`src/rtl/ifu_pkg.sv`:
```
// Shared types and constants for the instruction-fetch prefetch unit.
package ifu_pkg;

  typedef enum logic [1:0] {
    BOOT  = 2'd0,
    RUN   = 2'd1,
    DRAIN = 2'd2,
    HALT  = 2'd3
  } ifu_state_e;

  localparam logic [31:0] NOP_INSTR    = 32'h0000_0013;
  localparam logic [31:0] RESET_PC_DEF = 32'h0000_0000;

endpackage

```
`src/rtl/ifu_fifo.sv`:
```
// Registered FIFO with flush: head is visible the cycle after the push that
// filled an empty queue. Pointers wrap naturally because DEPTH is a power of 2.
module ifu_fifo #(
  parameter int WIDTH = 64,
  parameter int DEPTH = 2
) (
  input  logic                   clk,
  input  logic                   rst,
  input  logic                   flush,
  input  logic                   push,
  input  logic [WIDTH-1:0]       push_data,
  input  logic                   pop,
  output logic                   valid,
  output logic [WIDTH-1:0]       head,
  output logic [$clog2(DEPTH):0] count
);

  localparam int AW = $clog2(DEPTH);

  logic [WIDTH-1:0] r_mem [DEPTH];
  logic [AW-1:0]    r_wr_ptr;
  logic [AW-1:0]    r_rd_ptr;
  logic [AW:0]      r_count;
  logic             w_push;
  logic             w_pop;

  // Flush dominates; a pop of an empty queue is ignored.
  assign w_push = push && !flush;
  assign w_pop  = pop && (r_count != '0) && !flush;

  // Storage write: payload only, never reset.
  always_ff @(posedge clk) begin
    if (w_push) r_mem[r_wr_ptr] <= push_data;
  end

  // Pointer and occupancy bookkeeping.
  always_ff @(posedge clk) begin
    if (rst || flush) begin
      r_wr_ptr <= '0;
      r_rd_ptr <= '0;
      r_count  <= '0;
    end else begin
      if (w_push) r_wr_ptr <= r_wr_ptr + 1'b1;
      if (w_pop)  r_rd_ptr <= r_rd_ptr + 1'b1;
      case ({w_push, w_pop})
        2'b10:   r_count <= r_count + 1'b1;
        2'b01:   r_count <= r_count - 1'b1;
        default: r_count <= r_count;
      endcase
    end
  end

  assign valid = (r_count != '0);
  assign head  = r_mem[r_rd_ptr];
  assign count = r_count;

endmodule

```
`src/rtl/ifu_prefetch.sv`:
```
// Instruction-fetch stage: issues word fetches to a variable-latency memory,
// buffers returned words with their PC and hands {instr, pc, pc+4} to decode.
// Redirects flush the buffer; responses to requests already in flight are
// counted off in DRAIN so none of them reaches decode.
module ifu_prefetch
  import ifu_pkg::*;
#(
  parameter int              XLEN     = 32,
  parameter int              DEPTH    = 2,
  parameter logic [XLEN-1:0] RESET_PC = XLEN'(RESET_PC_DEF)
) (
  input  logic            clk,
  input  logic            reset,
  output logic            imem_req_valid,
  input  logic            imem_req_ready,
  output logic [XLEN-1:0] imem_req_addr,
  input  logic            imem_rsp_valid,
  input  logic [XLEN-1:0] imem_rsp_data,
  input  logic            redirect_valid,
  input  logic [XLEN-1:0] redirect_target,
  output logic            dec_valid,
  input  logic            dec_ready,
  output logic [XLEN-1:0] dec_instr,
  output logic [XLEN-1:0] dec_pc,
  output logic [XLEN-1:0] dec_pc_plus4,
  output logic            fetch_fault
);

  localparam int CW = $clog2(DEPTH) + 1;

  ifu_state_e        r_state;
  ifu_state_e        w_state_nxt;
  logic [XLEN-1:0]   r_fetch_pc;
  logic [XLEN-1:0]   r_resp_pc;
  logic [CW-1:0]     r_outstanding;
  logic [CW-1:0]     r_kill;
  logic              r_fault;

  logic [XLEN-1:0]   w_fetch_pc_nxt;
  logic [XLEN-1:0]   w_resp_pc_nxt;
  logic [CW-1:0]     w_out_nxt;
  logic [CW-1:0]     w_kill_nxt;
  logic              w_fault_set;

  logic              w_fifo_push;
  logic              w_fifo_pop;
  logic              w_fifo_flush;
  logic              w_fifo_valid;
  logic [2*XLEN-1:0] w_fifo_head;
  logic [CW-1:0]     w_fifo_count;
  logic [XLEN-1:0]   w_head_pc;
  logic [XLEN-1:0]   w_head_instr;

  logic              w_req_valid;
  logic              w_req_fire;
  logic              w_rsp_take;
  logic              w_redir_ok;
  logic              w_redir_bad;

  // A new fetch is allowed only while every in-flight word is guaranteed a FIFO slot.
  assign w_req_valid = (r_state == RUN) &&
                       (({1'b0, r_outstanding} + {1'b0, w_fifo_count}) < (CW+1)'(DEPTH));
  assign w_req_fire  = w_req_valid && imem_req_ready;
  assign w_rsp_take  = imem_rsp_valid && (r_state != BOOT);
  assign w_redir_ok  = redirect_valid && (redirect_target[1:0] == 2'b00);
  assign w_redir_bad = redirect_valid && (redirect_target[1:0] != 2'b00);

  // In-flight count after this cycle's request and response.
  assign w_out_nxt = r_outstanding + CW'(w_req_fire) - CW'(w_rsp_take);

  // Next-state and datapath steering; redirect outranks push, pop and PC advance.
  always_comb begin
    w_state_nxt    = r_state;
    w_fetch_pc_nxt = r_fetch_pc;
    w_resp_pc_nxt  = r_resp_pc;
    w_kill_nxt     = r_kill;
    w_fault_set    = 1'b0;
    w_fifo_push    = 1'b0;
    w_fifo_pop     = 1'b0;
    w_fifo_flush   = 1'b0;
    unique case (r_state)
      BOOT: begin
        w_state_nxt = RUN;
      end
      RUN: begin
        if (w_redir_bad) begin
          w_fifo_flush = 1'b1;
          w_fault_set  = 1'b1;
          w_state_nxt  = HALT;
        end else if (w_redir_ok) begin
          w_fifo_flush   = 1'b1;
          w_fetch_pc_nxt = redirect_target;
          w_resp_pc_nxt  = redirect_target;
          w_kill_nxt     = w_out_nxt;
          w_state_nxt    = (w_out_nxt != '0) ? DRAIN : RUN;
        end else begin
          if (w_req_fire) w_fetch_pc_nxt = r_fetch_pc + XLEN'(4);
          if (imem_rsp_valid) begin
            w_fifo_push   = 1'b1;
            w_resp_pc_nxt = r_resp_pc + XLEN'(4);
          end
          w_fifo_pop = w_fifo_valid && dec_ready;
        end
      end
      DRAIN: begin
        if (imem_rsp_valid && (r_kill != '0)) w_kill_nxt = r_kill - 1'b1;
        if (w_redir_bad) begin
          w_fifo_flush = 1'b1;
          w_fault_set  = 1'b1;
          w_state_nxt  = HALT;
        end else begin
          if (w_redir_ok) begin
            w_fetch_pc_nxt = redirect_target;
            w_resp_pc_nxt  = redirect_target;
          end
          if (w_kill_nxt == '0) w_state_nxt = RUN;
        end
      end
      HALT: begin
        w_state_nxt = HALT;
      end
    endcase
  end

  // FSM state, fetch/response PCs, in-flight and kill counters, sticky fault.
  always_ff @(posedge clk) begin
    if (reset) begin
      r_state       <= BOOT;
      r_fetch_pc    <= RESET_PC;
      r_resp_pc     <= RESET_PC;
      r_outstanding <= '0;
      r_kill        <= '0;
      r_fault       <= 1'b0;
    end else begin
      r_state       <= w_state_nxt;
      r_fetch_pc    <= w_fetch_pc_nxt;
      r_resp_pc     <= w_resp_pc_nxt;
      r_outstanding <= w_out_nxt;
      r_kill        <= w_kill_nxt;
      r_fault       <= r_fault | w_fault_set;
    end
  end

  ifu_fifo #(
    .WIDTH (2*XLEN),
    .DEPTH (DEPTH)
  ) u_fifo (
    .clk       (clk),
    .rst       (reset),
    .flush     (w_fifo_flush),
    .push      (w_fifo_push),
    .push_data ({imem_rsp_data, r_resp_pc}),
    .pop       (w_fifo_pop),
    .valid     (w_fifo_valid),
    .head      (w_fifo_head),
    .count     (w_fifo_count)
  );

  assign w_head_instr = w_fifo_head[2*XLEN-1:XLEN];
  assign w_head_pc    = w_fifo_head[XLEN-1:0];

  assign imem_req_valid = w_req_valid;
  assign imem_req_addr  = w_req_valid ? r_fetch_pc : '0;
  assign dec_valid      = w_fifo_valid;
  assign dec_instr      = w_fifo_valid ? w_head_instr : XLEN'(NOP_INSTR);
  assign dec_pc         = w_fifo_valid ? w_head_pc : '0;
  assign dec_pc_plus4   = w_fifo_valid ? (w_head_pc + XLEN'(4)) : '0;
  assign fetch_fault    = r_fault;

  // In-flight plus buffered words never exceed the FIFO capacity.
  assert property (@(posedge clk) disable iff (reset)
    (({1'b0, r_outstanding} + {1'b0, w_fifo_count}) <= (CW+1)'(DEPTH)));

endmodule

```
`config.mk`:
```
export PLATFORM = sky130hd
export DESIGN_NAME = ifu_prefetch
export DESIGN_NICKNAME = d
export VERILOG_FILES = /design/src/rtl/ifu_pkg.sv /design/src/rtl/ifu_fifo.sv /design/src/rtl/ifu_prefetch.sv
export SDC_FILE = /design/constraint.sdc
export NUM_CORES = 1
export LEC_CHECK = 0
export BUFFER_PORTS_ARGS = -buffer_cell sky130_fd_sc_hd__buf_2
export CAP_MARGIN = 20
export CORE_UTILIZATION = 50
export CTS_BUF_LIST = sky130_fd_sc_hd__clkbuf_2 sky130_fd_sc_hd__clkbuf_4 sky130_fd_sc_hd__clkbuf_8
export DETAILED_ROUTE_END_ITERATION = 12
export PLACE_DENSITY_LB_ADDON = 0.1
export REMOVE_ABC_BUFFERS = 1
export SLEW_MARGIN = 20
export SYNTH_ARGS = -nofsm -noshare
export SYNTH_HDL_FRONTEND = slang
export SYNTH_HIERARCHICAL = 1
export SYNTH_SLANG_ARGS = --single-unit
```
`constraint.sdc`:
```
create_clock -name clk -period 12 [get_ports clk]
set_input_delay 1.2 -clock clk [delete_from_list [all_inputs] [get_ports clk]]
set_output_delay 1.2 -clock clk [all_outputs]
set_load 0.005 [all_outputs]
```
==> impl_metrics.toml, run 1 <==
[power]
p_per_area_mw_per_mm2 = 155.0
p_leak_nw = 4.825
ir_drop_mv = 0.08891

[detailed_routing]
wl_per_cell_microns = 17.47
vias_per_cell = 5.656
post-route-drc-count = 0
drtIter0Drc = 535
routed_wl_mm = 26.34
dr.pass1.iters = 4
postRouteAntennaNets = 0
num_vias = 8530

[die]
io_pins = 201
dieArea_sq_mm = 0.02222
dieWidth_microns = 149.1
core_area_sq_mm = 0.02109
row_count = 53
start_util_pct = 51.28
fp.dieH_microns = 149.1

[clocking]
root_buffer = "clkbuf_8"
clk_latency_ns = 0.52
clk_pin_slew_ns = 0.06
cts_resized = 0
clock-sinks = 204
cts_inserted_buffers = 35
htree_levels = 2
cts_max_path_buffers = 3
cts_tree = "yes"
post_cts_buffers = 0
cts_hold_buf = 0

[placed_design]
place_area_sq_mm = 0.01190
dp_slack_ns = 7.721
io_buffers = 200
dp_hpwl_mm = 17.44
gp_congestion = 0.8600

[logic_synthesis]
yosysTopAreaCell = "edfxtp_1"
synth-edff-count = 128
synthCells = 1025
async_reset_ff_share_pct = 0
ys_seq_area_share_pct = 49.61
synth_area_per_cell_sq_um = 10.55
yosys-top-cells-area = "edfxtp_1 36%, dfxtp_1 14%, and2_1 7.4%"
synth.distinct_cells = 83
synthesis.area_sq_mm = 0.01081
synthFlopType = "edfxtp_1"
ys_ff_latch = 204
yosysWarnings = 6
netlist.area_leader.share_pct = 35.54

[finish]
final_util_pct = 60.18
num_antenna_cells = 0
drive_above_1_share_pct = 29.68
most-common-layout-cells = "200 x buf_2, 128 x and2_1, 128 x edfxtp_1, 75 x dfxtp_1, 73 x nand2_1"
fin_area_sq_mm = 0.01269
final_nets = 1289
mostFrequentLayoutCell = "buf_2"
area_growth_syn_to_layout_pct = 17.35

[timing]
relSlewSlack_pct = 34.81
tns_ns = 0
final_max_slew_viol_count = 0
finalHoldViolCount = 0
clock_skew_ns = 0.02429
min_period_ns = 4.759
fmax_mhz = 210.1
rsz0062_at_grt = "false"
tightestPinTransition_ns = 0.9779
setup_slack_ns = 7.241
period_share_pct = 39.66
finalSetupViolCount = 0

[grt]
grt_pass1_vias = 7876
grt_max_degree = 73
antenna_found_initial = 0
overflow = 0
grt_pass1_wl_mm = 41.32
grt_usage_pct = 23.44

[critical_path]
crit_slowest_cell = "buf_4"
critPathTopFamily = "simple AND/OR/NAND/NOR gates"
crit_fanout = 64
r2r_start = "u_fifo/count[0]"
critPathRequiredTime_ns = 10.80
cp_num_buf_inv = 2
end_kind = "output port"
path_class = "flop to output port"
cp-start-kind = "flop"
arrival_ns = 3.56
worstPathCellList = "buf_4, mux2_2, ha_1, nand2_1, nor4_4, and4_1, nand4_1, mux2_1, buf_2"
critPathMaxStageDelay_ns = 0.61

[min_path]
hold_start = "r_resp_pc[0]"
hp-class = "flop to flop"

[job]
maxCapViolations = 0

[status]
status = "completed"
## layout make-up
cell class | instances | area [sq um]
fill | 1847 | 8397
sequential | 204 | 5366
multi-input combinational | 740 | 5065
timing repair buffer | 210 | 1080
clock buffer | 53 | 648.1
tap | 275 | 344.1
clock inverter | 10 | 127.6
inverter | 16 | 60.06
## through the flow
step	hold WS (ns)	instances	power, W
2_1_floorplan	0.4173	960	0.001121
3_3_place_gp	0.4341	1444	0.001278
3_5_place_dp	0.4375	1444	0.001283
4_1_cts	0.4543	1507	0.001975
5_1_grt	0.4726	1508	0.002067
6_report	0.4504	1508	0.001967
## power by group
group	switching, W	internal, W	total [W]	leakage (nW)
clock	0.000280	0.000411	0.000691	0.405
combinational	0.000268	0.000164	0.000433	2.64
sequential	0.0000414	0.000802	0.000843	1.78
total	0.000590	0.00138	0.00197	4.82
## cells by family (layout without fill, tap and decap cells)
family                   Yosys count  count (layout)  synth area share [%]
multiplexers                      76              76                 7.891
buffers and inverters             81             289                 3.783
AO/OA/AOI/OAI                    198             198                 12.40
AND/OR/NAND/NOR                  430             430                 22.91
XOR/XNOR                          24              24                 1.944
flip-flops                       204             204                 49.61
adder cells (fa/ha/maj)           12              12                 1.458
## cells in the mapped netlist, drive strengths merged (13+ instances only)
master / number
buf: 31
nor3: 30
dfxtp: 76
clkbuf: 34
nor2b: 17
xnor2: 19
a211oi: 13
nor2: 44
nand3: 38
inv: 16
edfxtp: 128
a21oi: 48
nand4: 25
nand2: 75
o21ai: 43
mux2: 74
and3: 18
and2: 130
## routing by layer
layer / vias up / part of all wire, % / GRT usage [%]
li1: 4181 / - / -
met1: 3961 / 46 / 32.53
met2: 340 / 44 / 36.44
met3: 48 / 7.8 / 4.740
met4: 0 / 2.4 / 8.010
met5: - / 0 / 0
## state kept, by name, indices dropped and copies added (netlist names), 2 cells and up, named ones only
| name | count |
|---|---|
| r_outstanding | 2 |
| r_kill | 2 |
| r_resp_pc | 32 |
| u_fifo/r_mem | 128 |
| r_fetch_pc | 32 |
| r_state | 2 |
| u_fifo/count | 2 |
## worst register-to-register path, stage by stage (launching register included)
cell and delay, ns:
dfxtp_1 0.40, and2_1 0.17, fa_1 0.45, nor3b_4 0.49, a311o_2 0.37, and2_1 0.80, nand2_1 0.45, o211ai_1 0.27
## final timing paths
check | slack, ns | endpoint | cells past startpoint
setup reg to reg | 8.53 | r_fetch_pc[27] | 7
hold reg to reg | 0.45 | u_fifo/r_mem[1][0] | 0
setup / recovery | 7.24 | dec_pc_plus4[30] | 9
hold / removal | 0.45 | u_fifo/r_mem[1][0] | 0
Power figures use the tool's default switching activity.
==> run 2: changes to the inputs <==
- clock period: 12 -> 4.25 ns (I/O delays scaled with it)
==> impl_metrics.toml, run 2 (synthesis results as in run 1) <==
[clocking]
cts_inserted_buffers = 35
clk_latency_ns = 0.52
clock-sinks = 204
root_buffer = "clkbuf_8"
clk_pin_slew_ns = 0.06
cts_hold_buf = 0
cts_max_path_buffers = 3
cts_resized = 0
cts_tree = "yes"
post_cts_buffers = 0
htree_levels = 2

[finish]
fillers = 1867
mostFrequentLayoutCell = "buf_2"
regMostFlops = "u_fifo/r_mem"
drive_above_1_share_pct = 29.62
top_regs = "u_fifo/r_mem (128), r_fetch_pc (32), r_resp_pc (32)"
area_growth_syn_to_layout_pct = 17.25
final_nets = 1296
final_util_pct = 60.13
most-common-layout-cells = "200 x buf_2, 128 x and2_1, 128 x edfxtp_1, 75 x dfxtp_1, 73 x nand2_1"
num_antenna_cells = 0
largest_reg_flops = 128

[power]
ir_drop_mv = 0.2897
p_per_area_mw_per_mm2 = 428.0
p_leak_nw = 4.832
finalPower_w = 0.005427

[die]
start_util_pct = 51.28
fp.dieH_microns = 149.1
io_pins = 201
dieWidth_microns = 149.1
core_area_sq_mm = 0.02109
dieArea_sq_mm = 0.02222
row_count = 53

[timing]
period_share_pct = 88.11
rsz0062_at_grt = "false"
fmax_mhz = 267.0
min_period_ns = 3.745
tightestPinTransition_ns = 0.9172
tns_ns = 0
finalHoldViolCount = 0
final_max_slew_viol_count = 0
clock_skew_ns = 0.02448
finalSetupViolCount = 0
relSlewSlack_pct = 38.62

[critical_path]
r2r_start = "u_fifo/count[0]"
arrival_ns = 3.32
cp-start-kind = "flop"
critPathRequiredTime_ns = 3.83
end_kind = "output port"
crit_fanout = 17
path_class = "flop to output port"

[min_path]
hold_start = "imem_rsp_data[30]"
hp-class = "input port to flop"

[detailed_routing]
drtIter0Drc = 539
post-route-drc-count = 0
wl_per_cell_microns = 17.64
vias_per_cell = 5.680
routed_wl_mm = 26.70
postRouteAntennaNets = 0
num_vias = 8599
dr.pass1.iters = 5

[grt]
overflow = 0
grt_pass1_vias = 8066
antenna_found_initial = 0
grt_usage_pct = 23.83
grt_pass1_wl_mm = 42.29
grt_max_degree = 65

[placed_design]
dp_hpwl_mm = 18.11
gp_congestion = 0.8494
io_buffers = 200

[status]
status = "completed"

[job]
maxCapViolations = 0
[run 2: final timing paths]
check | endpoint | slack [ns] | cells past startpoint
max | dec_pc_plus4[31] | 0.51 | 8
min | u_fifo/r_mem[1][62] | 0.10 | 1
max reg2reg | r_state[1] | 0.96 | 13
min reg2reg | r_fetch_pc[1] | 0.45 | 1
[run 2: area by class of cell]
cell class	instances	area (sq um)	share of cell area (%)
clock buffer	48	591.8	4.667
multi-input combinational	740	5065	39.94
clock inverter	14	111.4	0.8782
sequential	204	5366	42.32
inverter	16	60.06	0.4737
tap	275	344.1	2.714
timing repair buffer	217	1141	8.999
[run 2: through the flow]
stage | std cells | hold slack, ns | setup slack, ns | area [sq um]
2_1_floorplan | 960 | 0.4173 | -0.1590 | 10470
3_3_place_gp | 1452 | 0.4305 | 1.036 | 11980
3_5_place_dp | 1452 | 0.4310 | 0.9707 | 11980
4_1_cts | 1514 | 0.07180 | 0.4628 | 12680
5_1_grt | 1514 | 0.08011 | 0.2829 | 12680
6_report | 1514 | 0.1015 | 0.5052 | 12680
[run 2: power by group]
| group | switching, W | internal, W | leakage, nW |
|---|---|---|---|
| Combinational | 0.000765 | 0.000477 | 2.68 |
| Sequential | 0.000120 | 0.00226 | 1.78 |
| Clock | 0.000778 | 0.00102 | 0.375 |
| Total | 0.00166 | 0.00376 | 4.83 |
[run 2: per-layer routing]
layer  GRT usage [%]  vias up  part of all wire, %
met3           4.587       44                  7.7
met1           33.42     4042                   45
met2           37.14      321                   45
met5               0        -                    0
met4           7.500        0                  2.0
li1                -     4192                    -
[run 2: critical path, cell delays in order (launching register included)]
cell and delay, ns:
dfxtp_2 0.57, buf_4 0.34, mux2_2 0.25, nand3_1 0.15, nor2_1 0.34, nand3_1 0.32
nor4_1 0.37, mux2_1 0.36, buf_2 0.13
